==> config.mk <==
export PLATFORM = sky130hd
export DESIGN_NAME = pipeline_hazard_controller_flat
export DESIGN_NICKNAME = d
export VERILOG_FILES = /design/src/rtl/pipeline_hazard_controller_if.sv /design/src/rtl/pipeline_hazard_controller.sv /design/src/flat_wrapper.sv
export SDC_FILE = /design/constraint.sdc
export NUM_CORES = 1
export LEC_CHECK = 0
export CAP_MARGIN = 20
export CORE_MARGIN = 2
export CORE_UTILIZATION = 39
export CTS_BUF_LIST = sky130_fd_sc_hd__clkbuf_16
export CTS_CLUSTER_DIAMETER = 120
export DETAILED_ROUTE_END_ITERATION = 8
export PLACE_DENSITY = 0.68
export SYNTH_ARGS = -nofsm -noshare
export SYNTH_HDL_FRONTEND = slang
export SYNTH_SLANG_ARGS = --single-unit
==> constraint.sdc <==
create_clock -name CLK -period 5.35 [get_ports CLK]
set_input_delay 1.07 -clock CLK [delete_from_list [all_inputs] [get_ports CLK]]
set_output_delay 1.07 -clock CLK [all_outputs]
set_load 0.005 [all_outputs]
==> src/rtl/pipeline_hazard_controller_if.sv <==
// Hazard-controller bundle: ID/EX hazard sources and memory busywaits in,
// per-stage hold/bubble controls and performance counters out.
interface pipeline_hazard_controller_if #(
  parameter int CNT_W = 32
);
  logic [4:0]       ID_RS1;
  logic [4:0]       ID_RS2;
  logic             ID_USES_RS1;
  logic             ID_USES_RS2;
  logic [4:0]       EX_RD;
  logic             EX_MEM_READ;
  logic             EX_BRANCH_TAKEN;
  logic             EX_MD_START;
  logic             IMEM_BUSYWAIT;
  logic             DMEM_BUSYWAIT;
  logic             PC_STALL;
  logic             IF_ID_STALL;
  logic             ID_EX_STALL;
  logic             EX_MEM_STALL;
  logic             MEM_WB_STALL;
  logic             IF_ID_FLUSH;
  logic             ID_EX_FLUSH;
  logic             EX_MEM_FLUSH;
  logic             MD_BUSY;
  logic [CNT_W-1:0] STALL_COUNT;
  logic [CNT_W-1:0] FLUSH_COUNT;

  modport master (
    output ID_RS1, ID_RS2, ID_USES_RS1, ID_USES_RS2, EX_RD, EX_MEM_READ,
           EX_BRANCH_TAKEN, EX_MD_START, IMEM_BUSYWAIT, DMEM_BUSYWAIT,
    input  PC_STALL, IF_ID_STALL, ID_EX_STALL, EX_MEM_STALL, MEM_WB_STALL,
           IF_ID_FLUSH, ID_EX_FLUSH, EX_MEM_FLUSH, MD_BUSY, STALL_COUNT, FLUSH_COUNT
  );

  modport slave (
    input  ID_RS1, ID_RS2, ID_USES_RS1, ID_USES_RS2, EX_RD, EX_MEM_READ,
           EX_BRANCH_TAKEN, EX_MD_START, IMEM_BUSYWAIT, DMEM_BUSYWAIT,
    output PC_STALL, IF_ID_STALL, ID_EX_STALL, EX_MEM_STALL, MEM_WB_STALL,
           IF_ID_FLUSH, ID_EX_FLUSH, EX_MEM_FLUSH, MD_BUSY, STALL_COUNT, FLUSH_COUNT
  );
endinterface

==> src/rtl/pipeline_hazard_controller.sv <==
// Stall/flush scheduler for the 5-stage pipeline: memory wait > mul/div > taken
// branch > load-use, with a small FSM sequencing multi-cycle mul/div in EX.
module pipeline_hazard_controller #(
  parameter int MD_LATENCY = 4,
  parameter int CNT_W      = 32
) (
  input logic                        CLK,
  input logic                        RESET,
  pipeline_hazard_controller_if.slave hz
);

  localparam int MD_CNT_W = (MD_LATENCY > 2) ? $clog2(MD_LATENCY) : 1;
  localparam logic MD_MULTI = (MD_LATENCY > 1);
  localparam logic [MD_CNT_W-1:0] MD_ZERO = {MD_CNT_W{1'b0}};
  localparam logic [MD_CNT_W-1:0] MD_ONE = MD_CNT_W'(1);
  localparam logic [MD_CNT_W-1:0] MD_RELOAD = (MD_LATENCY > 1) ? MD_CNT_W'(MD_LATENCY - 2) : MD_ZERO;
  localparam logic [CNT_W-1:0] CNT_ZERO = {CNT_W{1'b0}};
  localparam logic [CNT_W-1:0] CNT_ONE = CNT_W'(1);

  typedef enum logic [0:0] {
    RUN     = 1'b0,
    MD_WAIT = 1'b1
  } md_state_e;

  md_state_e           state_r;
  md_state_e           state_nxt_s;
  logic [MD_CNT_W-1:0] md_cnt_r;
  logic [MD_CNT_W-1:0] md_cnt_nxt_s;
  logic [CNT_W-1:0]    stall_cnt_r;
  logic [CNT_W-1:0]    flush_cnt_r;

  logic mem_wait_s;
  logic load_use_s;
  logic md_stall_s;
  logic branch_flush_s;
  logic pc_stall_s;
  logic if_id_stall_s;
  logic id_ex_stall_s;
  logic ex_mem_stall_s;
  logic mem_wb_stall_s;
  logic if_id_flush_s;
  logic id_ex_flush_s;
  logic ex_mem_flush_s;
  logic md_busy_s;

  // Hazard source decode
  always_comb begin
    mem_wait_s = hz.IMEM_BUSYWAIT | hz.DMEM_BUSYWAIT;
    load_use_s = hz.EX_MEM_READ & (hz.EX_RD != 5'd0) &
                 ((hz.ID_USES_RS1 & (hz.ID_RS1 == hz.EX_RD)) |
                  (hz.ID_USES_RS2 & (hz.ID_RS2 == hz.EX_RD)));
    md_stall_s = 1'b0;
    case (state_r)
      RUN:     md_stall_s = hz.EX_MD_START & MD_MULTI;
      MD_WAIT: md_stall_s = (md_cnt_r != MD_ZERO);
      default: md_stall_s = 1'b0;
    endcase
  end

  // Prioritised stall/flush outputs; reset forces bubbles into every stage
  always_comb begin
    pc_stall_s     = 1'b0;
    if_id_stall_s  = 1'b0;
    id_ex_stall_s  = 1'b0;
    ex_mem_stall_s = 1'b0;
    mem_wb_stall_s = 1'b0;
    if_id_flush_s  = 1'b0;
    id_ex_flush_s  = 1'b0;
    ex_mem_flush_s = 1'b0;
    branch_flush_s = 1'b0;
    md_busy_s      = 1'b0;
    if (RESET) begin
      if_id_flush_s  = 1'b1;
      id_ex_flush_s  = 1'b1;
      ex_mem_flush_s = 1'b1;
    end else begin
      md_busy_s = (state_r == MD_WAIT);
      if (mem_wait_s) begin
        pc_stall_s     = 1'b1;
        if_id_stall_s  = 1'b1;
        id_ex_stall_s  = 1'b1;
        ex_mem_stall_s = 1'b1;
        mem_wb_stall_s = 1'b1;
      end else if (md_stall_s) begin
        // Older instructions keep draining while the op sits in EX
        pc_stall_s     = 1'b1;
        if_id_stall_s  = 1'b1;
        id_ex_stall_s  = 1'b1;
        ex_mem_flush_s = 1'b1;
      end else if (hz.EX_BRANCH_TAKEN) begin
        if_id_flush_s  = 1'b1;
        id_ex_flush_s  = 1'b1;
        branch_flush_s = 1'b1;
      end else if (load_use_s) begin
        pc_stall_s     = 1'b1;
        if_id_stall_s  = 1'b1;
        id_ex_flush_s  = 1'b1;
      end else begin
        pc_stall_s     = 1'b0;
      end
    end
  end

  // Mul/div sequencing; everything freezes while a memory is busy
  always_comb begin
    state_nxt_s  = state_r;
    md_cnt_nxt_s = md_cnt_r;
    if (mem_wait_s) begin
      state_nxt_s  = state_r;
      md_cnt_nxt_s = md_cnt_r;
    end else begin
      case (state_r)
        RUN: begin
          if (hz.EX_MD_START && MD_MULTI) begin
            state_nxt_s  = MD_WAIT;
            md_cnt_nxt_s = MD_RELOAD;
          end else begin
            state_nxt_s  = RUN;
          end
        end
        MD_WAIT: begin
          if (md_cnt_r != MD_ZERO) begin
            md_cnt_nxt_s = md_cnt_r - MD_ONE;
          end else begin
            state_nxt_s  = RUN;
          end
        end
        default: begin
          state_nxt_s  = RUN;
          md_cnt_nxt_s = MD_ZERO;
        end
      endcase
    end
  end

  // FSM state register
  always_ff @(posedge CLK) begin
    if (RESET) begin
      state_r  <= RUN;
      md_cnt_r <= MD_ZERO;
    end else begin
      state_r  <= state_nxt_s;
      md_cnt_r <= md_cnt_nxt_s;
    end
  end

  // Performance counters, wrapping naturally at 2^CNT_W
  always_ff @(posedge CLK) begin
    if (RESET) begin
      stall_cnt_r <= CNT_ZERO;
      flush_cnt_r <= CNT_ZERO;
    end else begin
      if (pc_stall_s) begin
        stall_cnt_r <= stall_cnt_r + CNT_ONE;
      end
      if (branch_flush_s) begin
        flush_cnt_r <= flush_cnt_r + CNT_ONE;
      end
    end
  end

  assign hz.PC_STALL     = pc_stall_s;
  assign hz.IF_ID_STALL  = if_id_stall_s;
  assign hz.ID_EX_STALL  = id_ex_stall_s;
  assign hz.EX_MEM_STALL = ex_mem_stall_s;
  assign hz.MEM_WB_STALL = mem_wb_stall_s;
  assign hz.IF_ID_FLUSH  = if_id_flush_s;
  assign hz.ID_EX_FLUSH  = id_ex_flush_s;
  assign hz.EX_MEM_FLUSH = ex_mem_flush_s;
  assign hz.MD_BUSY      = md_busy_s;
  assign hz.STALL_COUNT  = stall_cnt_r;
  assign hz.FLUSH_COUNT  = flush_cnt_r;

endmodule

==> src/flat_wrapper.sv <==
// flat-port wrapper written by rule: the top's interface ports become plain ports
module pipeline_hazard_controller_flat 
#(
  parameter int MD_LATENCY = 4,
  parameter int CNT_W      = 32
)
  (CLK, RESET, hz_ID_RS1, hz_ID_RS2, hz_ID_USES_RS1, hz_ID_USES_RS2, hz_EX_RD, hz_EX_MEM_READ, hz_EX_BRANCH_TAKEN, hz_EX_MD_START, hz_IMEM_BUSYWAIT, hz_DMEM_BUSYWAIT, hz_PC_STALL, hz_IF_ID_STALL, hz_ID_EX_STALL, hz_EX_MEM_STALL, hz_MEM_WB_STALL, hz_IF_ID_FLUSH, hz_ID_EX_FLUSH, hz_EX_MEM_FLUSH, hz_MD_BUSY, hz_STALL_COUNT, hz_FLUSH_COUNT);
  pipeline_hazard_controller_if #(.CNT_W(CNT_W)) hz_i ();
  input logic CLK;
  input logic RESET;
  input wire logic [$bits(hz_i.ID_RS1)-1:0] hz_ID_RS1;
  input wire logic [$bits(hz_i.ID_RS2)-1:0] hz_ID_RS2;
  input wire logic [$bits(hz_i.ID_USES_RS1)-1:0] hz_ID_USES_RS1;
  input wire logic [$bits(hz_i.ID_USES_RS2)-1:0] hz_ID_USES_RS2;
  input wire logic [$bits(hz_i.EX_RD)-1:0] hz_EX_RD;
  input wire logic [$bits(hz_i.EX_MEM_READ)-1:0] hz_EX_MEM_READ;
  input wire logic [$bits(hz_i.EX_BRANCH_TAKEN)-1:0] hz_EX_BRANCH_TAKEN;
  input wire logic [$bits(hz_i.EX_MD_START)-1:0] hz_EX_MD_START;
  input wire logic [$bits(hz_i.IMEM_BUSYWAIT)-1:0] hz_IMEM_BUSYWAIT;
  input wire logic [$bits(hz_i.DMEM_BUSYWAIT)-1:0] hz_DMEM_BUSYWAIT;
  output wire logic [$bits(hz_i.PC_STALL)-1:0] hz_PC_STALL;
  output wire logic [$bits(hz_i.IF_ID_STALL)-1:0] hz_IF_ID_STALL;
  output wire logic [$bits(hz_i.ID_EX_STALL)-1:0] hz_ID_EX_STALL;
  output wire logic [$bits(hz_i.EX_MEM_STALL)-1:0] hz_EX_MEM_STALL;
  output wire logic [$bits(hz_i.MEM_WB_STALL)-1:0] hz_MEM_WB_STALL;
  output wire logic [$bits(hz_i.IF_ID_FLUSH)-1:0] hz_IF_ID_FLUSH;
  output wire logic [$bits(hz_i.ID_EX_FLUSH)-1:0] hz_ID_EX_FLUSH;
  output wire logic [$bits(hz_i.EX_MEM_FLUSH)-1:0] hz_EX_MEM_FLUSH;
  output wire logic [$bits(hz_i.MD_BUSY)-1:0] hz_MD_BUSY;
  output wire logic [$bits(hz_i.STALL_COUNT)-1:0] hz_STALL_COUNT;
  output wire logic [$bits(hz_i.FLUSH_COUNT)-1:0] hz_FLUSH_COUNT;
  assign hz_i.ID_RS1 = hz_ID_RS1;
  assign hz_i.ID_RS2 = hz_ID_RS2;
  assign hz_i.ID_USES_RS1 = hz_ID_USES_RS1;
  assign hz_i.ID_USES_RS2 = hz_ID_USES_RS2;
  assign hz_i.EX_RD = hz_EX_RD;
  assign hz_i.EX_MEM_READ = hz_EX_MEM_READ;
  assign hz_i.EX_BRANCH_TAKEN = hz_EX_BRANCH_TAKEN;
  assign hz_i.EX_MD_START = hz_EX_MD_START;
  assign hz_i.IMEM_BUSYWAIT = hz_IMEM_BUSYWAIT;
  assign hz_i.DMEM_BUSYWAIT = hz_DMEM_BUSYWAIT;
  assign hz_PC_STALL = hz_i.PC_STALL;
  assign hz_IF_ID_STALL = hz_i.IF_ID_STALL;
  assign hz_ID_EX_STALL = hz_i.ID_EX_STALL;
  assign hz_EX_MEM_STALL = hz_i.EX_MEM_STALL;
  assign hz_MEM_WB_STALL = hz_i.MEM_WB_STALL;
  assign hz_IF_ID_FLUSH = hz_i.IF_ID_FLUSH;
  assign hz_ID_EX_FLUSH = hz_i.ID_EX_FLUSH;
  assign hz_EX_MEM_FLUSH = hz_i.EX_MEM_FLUSH;
  assign hz_MD_BUSY = hz_i.MD_BUSY;
  assign hz_STALL_COUNT = hz_i.STALL_COUNT;
  assign hz_FLUSH_COUNT = hz_i.FLUSH_COUNT;
  pipeline_hazard_controller #(.MD_LATENCY(MD_LATENCY), .CNT_W(CNT_W)) u_core (.CLK(CLK), .RESET(RESET), .hz(hz_i));
endmodule
==> impl_results.md <==
* Outcome: completed
* Vias in the first global route at approximately 3,000
* Flop and latch count out of synthesis at 67
* Maximum vdd ir drop at 0.145 mV
* CP required at ~4.3 ns
* Max incr delay on CP at approximately 0.50 ns
* Die area at 9200 um2
* Final std cells w/o fill at between 500 and 600
* PortBufs at between 90 and 100
* RSZ-0062 raised after global routing: no
* F_max at roughly 230 MHz
* Slew Limit Fails at 0
* Ys Warns at 0
* Rel. slew slack at 0.429
* CP arrival at between 3 and 4 ns
* Post-CTS sizing at 0
* Max-cap viol count at 0
* Post-synthesis cell area at 3290 um2
* Startpoint Class: primary input
* Post-CTS setup buffer count at 0
* Total negative slack at 0 ns
* Final Hold Violating Endpoints at 0
* Hold-fix buffers at CTS at 0
* Proportion of layout cells with a drive suffix above 1 at 0.0428
* CTS tree: yes
* Slowest-stage cell, CP: clkdlybuf4s50_1
* Clock network fraction of total power at 0.468
* CP dominant cell by count: clkdlybuf4s50_1
* GR Util All Layers at 0.187
* Clock Skew at 0.00677 ns
* Filler instances at about 740
* Area fraction of the dominant cell type after synthesis at 0.407
* Post-synth top area cell: dfxtp_1
* Routed via count at 3,209
* Die height at roughly 96 um
* Combinational share of power at 0.072
* First-pass GRT wire length at 13,700 um
* FP Rows at 33
* WL/cell at 13.9 um
* Total Wirelength at between 8000 and 9000 um
* Placer Congestion at roughly 0.76
* Post-route DRC at 0
* Worst Tran Pin Value at ~0.86 ns
* Post-synthesis sequential area ratio at 0.407
* N_diodes at 0
* Core box area at around 8200 um2
* PwrDens at around 240 nW/um2
* DR pass1 iterations at 4
* Switch share at 0.231
* Iteration-0 DRC Markers at 81
* Area contributors post-synth: dfxtp_1, xor2_1, a21oi_1
* Final nets at ~500
* Grt ovf at 0
* Die Wd at 95.9 um
* Yosys cell types at 37
* Cell count after synthesis at around 400
* Critical path class: primary input to output pin
* Type of the most critical hold path: register to register
* ANT nets after route at 0
* Clock root cell: clkbuf_16
* Crit-path cells: clkdlybuf4s50_1 > xor2_1 > nor4_1 > a32oi_1 > o32a_1 > inv_1 > clkdlybuf4s50_1
* Endpoint class of the critical path: output pin
* Clk sinks at 67
* Cell internal pwr at between 800 and 900 uW
* Synthesized net count at ~420
* Avg Synthesized Cell Area at a little over 8 um2
* Initial antenna violation count at 0
* Post-Place Cells at 580
* Largest net degree at the start of global routing at 60
* Hpwl dp at 5860 um
* Final min period at 4.29 ns
* # setup viols final at 0
* Clk buf depth at 2
* Leakage at about 0.0015 uW
* Area growth from synthesis to final layout at 38.7%
* Clk slew on worst S/H paths at 0.05 ns
* Initial Util at 0.401
* Psw at about 250 uW
* Clock latency on the worst-skew pair at between 0.3 and 0.4 ns
* # IOs at 97
* H-tree levels at 3
* Vias per cell at 5.38
* Total CTS buffers at 9
* Final period util at 0.803
* Share of power burned in registers at 0.460
* Maximum fanout along the worst path at 3
[layout by cell type, fill, tap and decap left out, types with 2 or more instances in the layout]
cell type        netlist  layout
nor2b_1                2       2
nor3_1                 6       6
nor4_1                 5       5
ha_1                   3       3
clkbuf_16              0       9
nand4_1               17      17
clkdlybuf4s50_1        0      95
or3_1                 23      23
buf_4                  2       2
o21a_1                 2       2
nor2_1                42      42
clkinv_2               0       2
and2_1                 2       2
nand2b_1               5       5
o21ai_0               21      21
a21oi_1               32      32
nor4_2                 3       3
clkinv_1               0       2
or4_1                  9       9
and3_1                11      11
xnor2_1               11      11
dfxtp_1               67      67
nor3b_1                2       2
o31ai_1                8       8
nand3_1               25      25
mux2_2                 2       2
nand2_1               28      28
xor2_1                30      30
clkinvlp_4             0       2
inv_1                  4       5
and4_1                 9       9
[state kept, by name, indices dropped and copies added, names as in the netlist]
| signal | count |
|---|---|
| u_core.hz.FLUSH_COUNT | 32 |
| u_core.hz.STALL_COUNT | 32 |
| u_core.md_cnt_r | 2 |
| u_core.state_r | 1 |
[metal layers]
layer  vias up  part of all wire  GRT usage  wire [um]
li1       1619                 -          -          -
met1      1511              0.45      0.231       3760
met2        72              0.48      0.314       3970
met3         7             0.058     0.0626        482
met4         0            0.0095     0.0429         79
met5         -                 0          0          0
[worst paths after layout]
path              slack, ns                              startpoint                                endpoint  depth (start not counted)
setup reg to reg       2.79         u_core.md_cnt_r[0]$_SDFFE_PP0P_  u_core.hz.STALL_COUNT[15]$_SDFFE_PP0P_                          9
hold / removal         0.50  u_core.hz.STALL_COUNT[24]$_SDFFE_PP0P_  u_core.hz.STALL_COUNT[24]$_SDFFE_PP0P_                          2
setup / recovery       1.06                             hz_EX_RD[4]                             hz_PC_STALL                          7
hold reg to reg        0.50  u_core.hz.STALL_COUNT[24]$_SDFFE_PP0P_  u_core.hz.STALL_COUNT[24]$_SDFFE_PP0P_                          2
[cell usage after synthesis (all sizes together)]
| library cell | count |
|---|---|
| nor2 | 42 |
| dfxtp | 67 |
| nand3 | 25 |
| o21a | 2 |
| nand2 | 28 |
| buf | 6 |
| nor4 | 8 |
| a21o | 1 |
| nand2b | 5 |
| and2 | 3 |
| nor2b | 2 |
| o21ai | 22 |
| xor2 | 30 |
| xnor2 | 11 |
| and4 | 9 |
| or3 | 23 |
| inv | 4 |
| clkbuf | 14 |
| a21oi | 32 |
| nor3b | 2 |
| or4 | 9 |
| nor3 | 6 |
| nand4b | 1 |
| nor4b | 1 |
| o31ai | 8 |
| nand4 | 17 |
| and3 | 11 |
| o32a | 1 |
| o21ba | 1 |
| ha | 3 |
| mux2 | 2 |
| a32oi | 1 |
[logic make-up after synthesis]
logic type               after synthesis  synth area share
flip-flops                            67             0.407
buffers and inverters                 24            0.0319
AO/OA/AOI/OAI                         68             0.116
XOR/XNOR                              41             0.109
multiplexers                           2           0.00684
adder cells (fa/ha/maj)                3            0.0114
AND/OR/NAND/NOR                      192             0.318
[power groups by stage]
stage	clock network, uW	logic, uW	registers [uW]
2_1_floorplan	0	39.5	518
3_3_place_gp	0	78.2	519
3_5_place_dp	0	79.5	519
4_1_cts	525	80.1	508
5_1_grt	552	87.7	509
6_report	517	79.3	508
[stage by stage]
stage                util  area, um2  total power [uW]  hold WS (ns)  worst slack, ns
floorplan               -       3290               558         0.455             1.68
detailed placement  0.524       4310               599         0.500             1.06
global placement    0.524       4310               597         0.467             1.10
finish              0.556       4570              1100         0.503             1.06
CTS                 0.556       4570              1110         0.510             1.05
global route        0.556       4570              1150         0.545            0.932
[final cells by class]
class | instances | area, um2 | share of cell area
flip-flops and latches | 67 | 1340 | 0.294
well taps | 105 | 131 | 0.0288
clock inverters | 7 | 36.3 | 0.00794
clock buffers | 9 | 225 | 0.0493
inverters | 4 | 15.0 | 0.00329
repair buffers | 98 | 971 | 0.213
multi-input cells | 306 | 1850 | 0.405
[worst max-delay path: cells and delay by family]
family	cells	cell delay, ns
buffers and inverters	3	1.06
AO/OA/AOI/OAI	2	0.59
AND/OR/NAND/NOR	1	0.32
XOR/XNOR	1	0.18
Power figures use the tool's default switching activity.
==> RTL change 1 (same flow settings) <==
`MD_LATENCY` is set to 4 in 2 places; all go to 2.
--- a/src/rtl/pipeline_hazard_controller.sv
+++ b/src/rtl/pipeline_hazard_controller.sv
@@ -3,3 +3,3 @@
 module pipeline_hazard_controller #(
-  parameter int MD_LATENCY = 4,
+  parameter int MD_LATENCY = 2,
   parameter int CNT_W      = 32
--- a/src/flat_wrapper.sv
+++ b/src/flat_wrapper.sv
@@ -3,3 +3,3 @@
 #(
-  parameter int MD_LATENCY = 4,
+  parameter int MD_LATENCY = 2,
   parameter int CNT_W      = 32
Check against the original RTL: not equivalent (a bounded check fails within 4 cycles, from zero or initial values and one cycle with RESET high).
==> RTL change 1 against the unedited design <==
- synthesized area shrank 2.8%
- cell count is 1.3% lower
- wire length down 3.1%
- power rose by 1.8%
- largest cell class unchanged
- setup slack better by 150 ps
- via count fell by 2.7%
- critical endpoint is now hz_IF_ID_STALL
- final area shrank 1.6%
- sequential cell count down 2
==> RTL change 1: results <==
group,metric,value,unit
logic_synthesis,syn_nets,413,
place,pre_cts_slack,1180,ps
routing,met3WireLength,304,um
grt,grt_pass1_wl,13500,um
finish,n_all_inverters,5,
routing,avgRoutedWirePerCell,13.6,um
routing,met2_length,3890,um
finish,fillers,778,
place,dpl.hpwl,5880,um
logic_synthesis,synth_seq_area_share,0.407,
grt,gr-usage-met1,0.248,
critical_path,rrSetupSlack,3040,ps
sta,tightest_slew,708,ps
sta,fmax,241,MHz
sta,holdWs,484,ps
logic_synthesis,avgSynthCellArea,8.27,um^2
power,p_leak,1.46,nW
finish,layout.nonclk_buf_frac,0.216,
die,die_w,94.6,um
power,clkPwrFrac,0.488,
logic_synthesis,synth_cell_types,41,
sta,clock_skew,6.59,ps
outcome,status,"completed",
finish,clock_cell_area_share,0.0615,
finish,nets,505,
RTL change 1: changes by cell type after synthesis, moves of 5 or more:
cell / change
nor2_1: -5
o21ai_0: +8
xor2_1: -7
nand3_1: +9
RTL change 1: final timing paths:
kind,startpoint,to,cells past startpoint
worst min register to register,u_core.hz.STALL_COUNT[31],u_core.hz.STALL_COUNT[31],2
worst max register to register,u_core.hz.STALL_COUNT[0],u_core.hz.STALL_COUNT[26],7
worst max-delay path,hz_EX_RD[0],hz_IF_ID_STALL,6
worst min-delay path,u_core.hz.STALL_COUNT[31],u_core.hz.STALL_COUNT[31],2
RTL change 1: critical path, cell delays in order:
cell	delay (ps)
clkdlybuf4s50_1	470
or4_1	550
o21a_1	240
a31oi_4	230
inv_1	70
clkdlybuf4s50_1	440
RTL change 1: cells by family after synthesis:
logic type      synth area share
flops                      0.407
compound gates             0.142
fa+ha+maj                0.00782
mux                      0.00313
buf+inv                   0.0321
xor+xnor                   0.101
simple gates               0.307
==> RTL change 2 (same flow settings) <==
Without the edit above. Make the reset (`RESET`) asynchronous in 2 clocked blocks.
--- a/src/rtl/pipeline_hazard_controller.sv
+++ b/src/rtl/pipeline_hazard_controller.sv
@@ -136,3 +136,3 @@
   // FSM state register
-  always_ff @(posedge CLK) begin
+  always_ff @(posedge CLK or posedge RESET) begin
     if (RESET) begin
@@ -147,3 +147,3 @@
   // Performance counters, wrapping naturally at 2^CNT_W
-  always_ff @(posedge CLK) begin
+  always_ff @(posedge CLK or posedge RESET) begin
     if (RESET) begin
Behaviour: differs if RESET is asserted again (counterexample within 4 cycles, from zero or initial values and one cycle with RESET high); with RESET held inactive, the same outputs for 10 cycles.
==> RTL change 2 against the unedited design <==
- cell count is 11% lower
- count of clock-buffer cells in the layout stayed put
- hold slack worse by 31 ps
- wire length is 9.8% lower
- via count is 18% lower
- sequential cell count stayed put
- synthesized area is 1.8% higher
- synthesized cell count is 20% lower
- final area is 3.0% higher
- setup slack worse by 130 ps
- clock skew is 1.6 ps lower
- critical endpoint unchanged
Power is not compared: it rests on default switching activity, and its combinational part moved more than twofold at a synthesized area within 25%.
==> RTL change 2: results <==
group,metric,value,unit
grt,gr-usage-met1,0.218,
logic_synthesis,ys_top_cells_by_area,"dfrtp_1, xnor2_1, xor2_1, nand4_1, nand2_1",
logic_synthesis,synthTopCellsByCount,"dfrtp_1, xnor2_1, nand2_1",
critical_path,slowest_stage,"or4_1",
grt,grt_pass1_wl,12800,um
place,dpl.hpwl,5420,um
hold_path,worstHoldPathCells,1,
finish,multi_input_area_share,0.336,
grt,grt_max_degree,68,
critical_path,worstReg2RegStart,"u_core.md_cnt_r[0]",
sta,tightest_slew,837,ps
routing,drtIter0Drc,60,
finish,seq-cell-share,0.356,
critical_path,cpPeakStageDelay,550,ps
place,pre_cts_slack,949,ps
critical_path,rr_endpoint,"u_core.hz.STALL_COUNT[25]",
place,gp_congestion,0.763,
sta,clock_skew,5.15,ps
finish,fillers,725,
finish,n_all_inverters,12,
routing,met3WireLength,303,um
logic_synthesis,synth-async-reset-ratio,1.00,
logic_synthesis,syn_nets,346,
outcome,status,"completed",
hold_path,min_from,"u_core.hz.FLUSH_COUNT[31]",
logic_synthesis,synth_seq_area_share,0.500,
finish,clock_cell_area_share,0.0625,
grt,grt_use_total,0.167,
logic_synthesis,synth_cell_types,42,
grt,use_met3,0.0376,
sta,fmax,226,MHz
routing,routedLengthMet1,3410,um
grt,gr-usage-met2,0.271,
routing,met2_length,3650,um
hold_path,hold-path-endpoint,"u_core.hz.FLUSH_COUNT[31]",
place,dp_cells,515,
routing,avgRoutedWirePerCell,14.1,um
-- RTL change 2: changes by cell type in the layout (fill, tap and decap cells not counted), sizes merged, moves of 9 or more --
cell / change
dfxtp: -67
nand3: -9
or3: -22
dfrtp: +67
o21ai: -21
a21oi: -31
nor2: -14
xnor2: +32
-- RTL change 2: logic make-up after synthesis --
family | Yosys count | share of synthesized area
buffers and inverters | 19 | 0.0291
adders and majority gates | 3 | 0.0112
xor gates and xnor gates | 72 | 0.188
DFF | 67 | 0.500
muxes | 2 | 0.00634
and+or+nand+nor | 145 | 0.236
AOI/OAI and AO/OA | 11 | 0.0298
-- RTL change 2: metrics by stage --
step                cell area (um^2)   util  power [mW]
floorplan                       3350      -       0.764
global placement                4410  0.534       0.911
detailed placement              4410  0.534       0.916
CTS                             4700  0.570        1.50
global route                    4700  0.570        1.57
finish                          4700  0.570        1.48
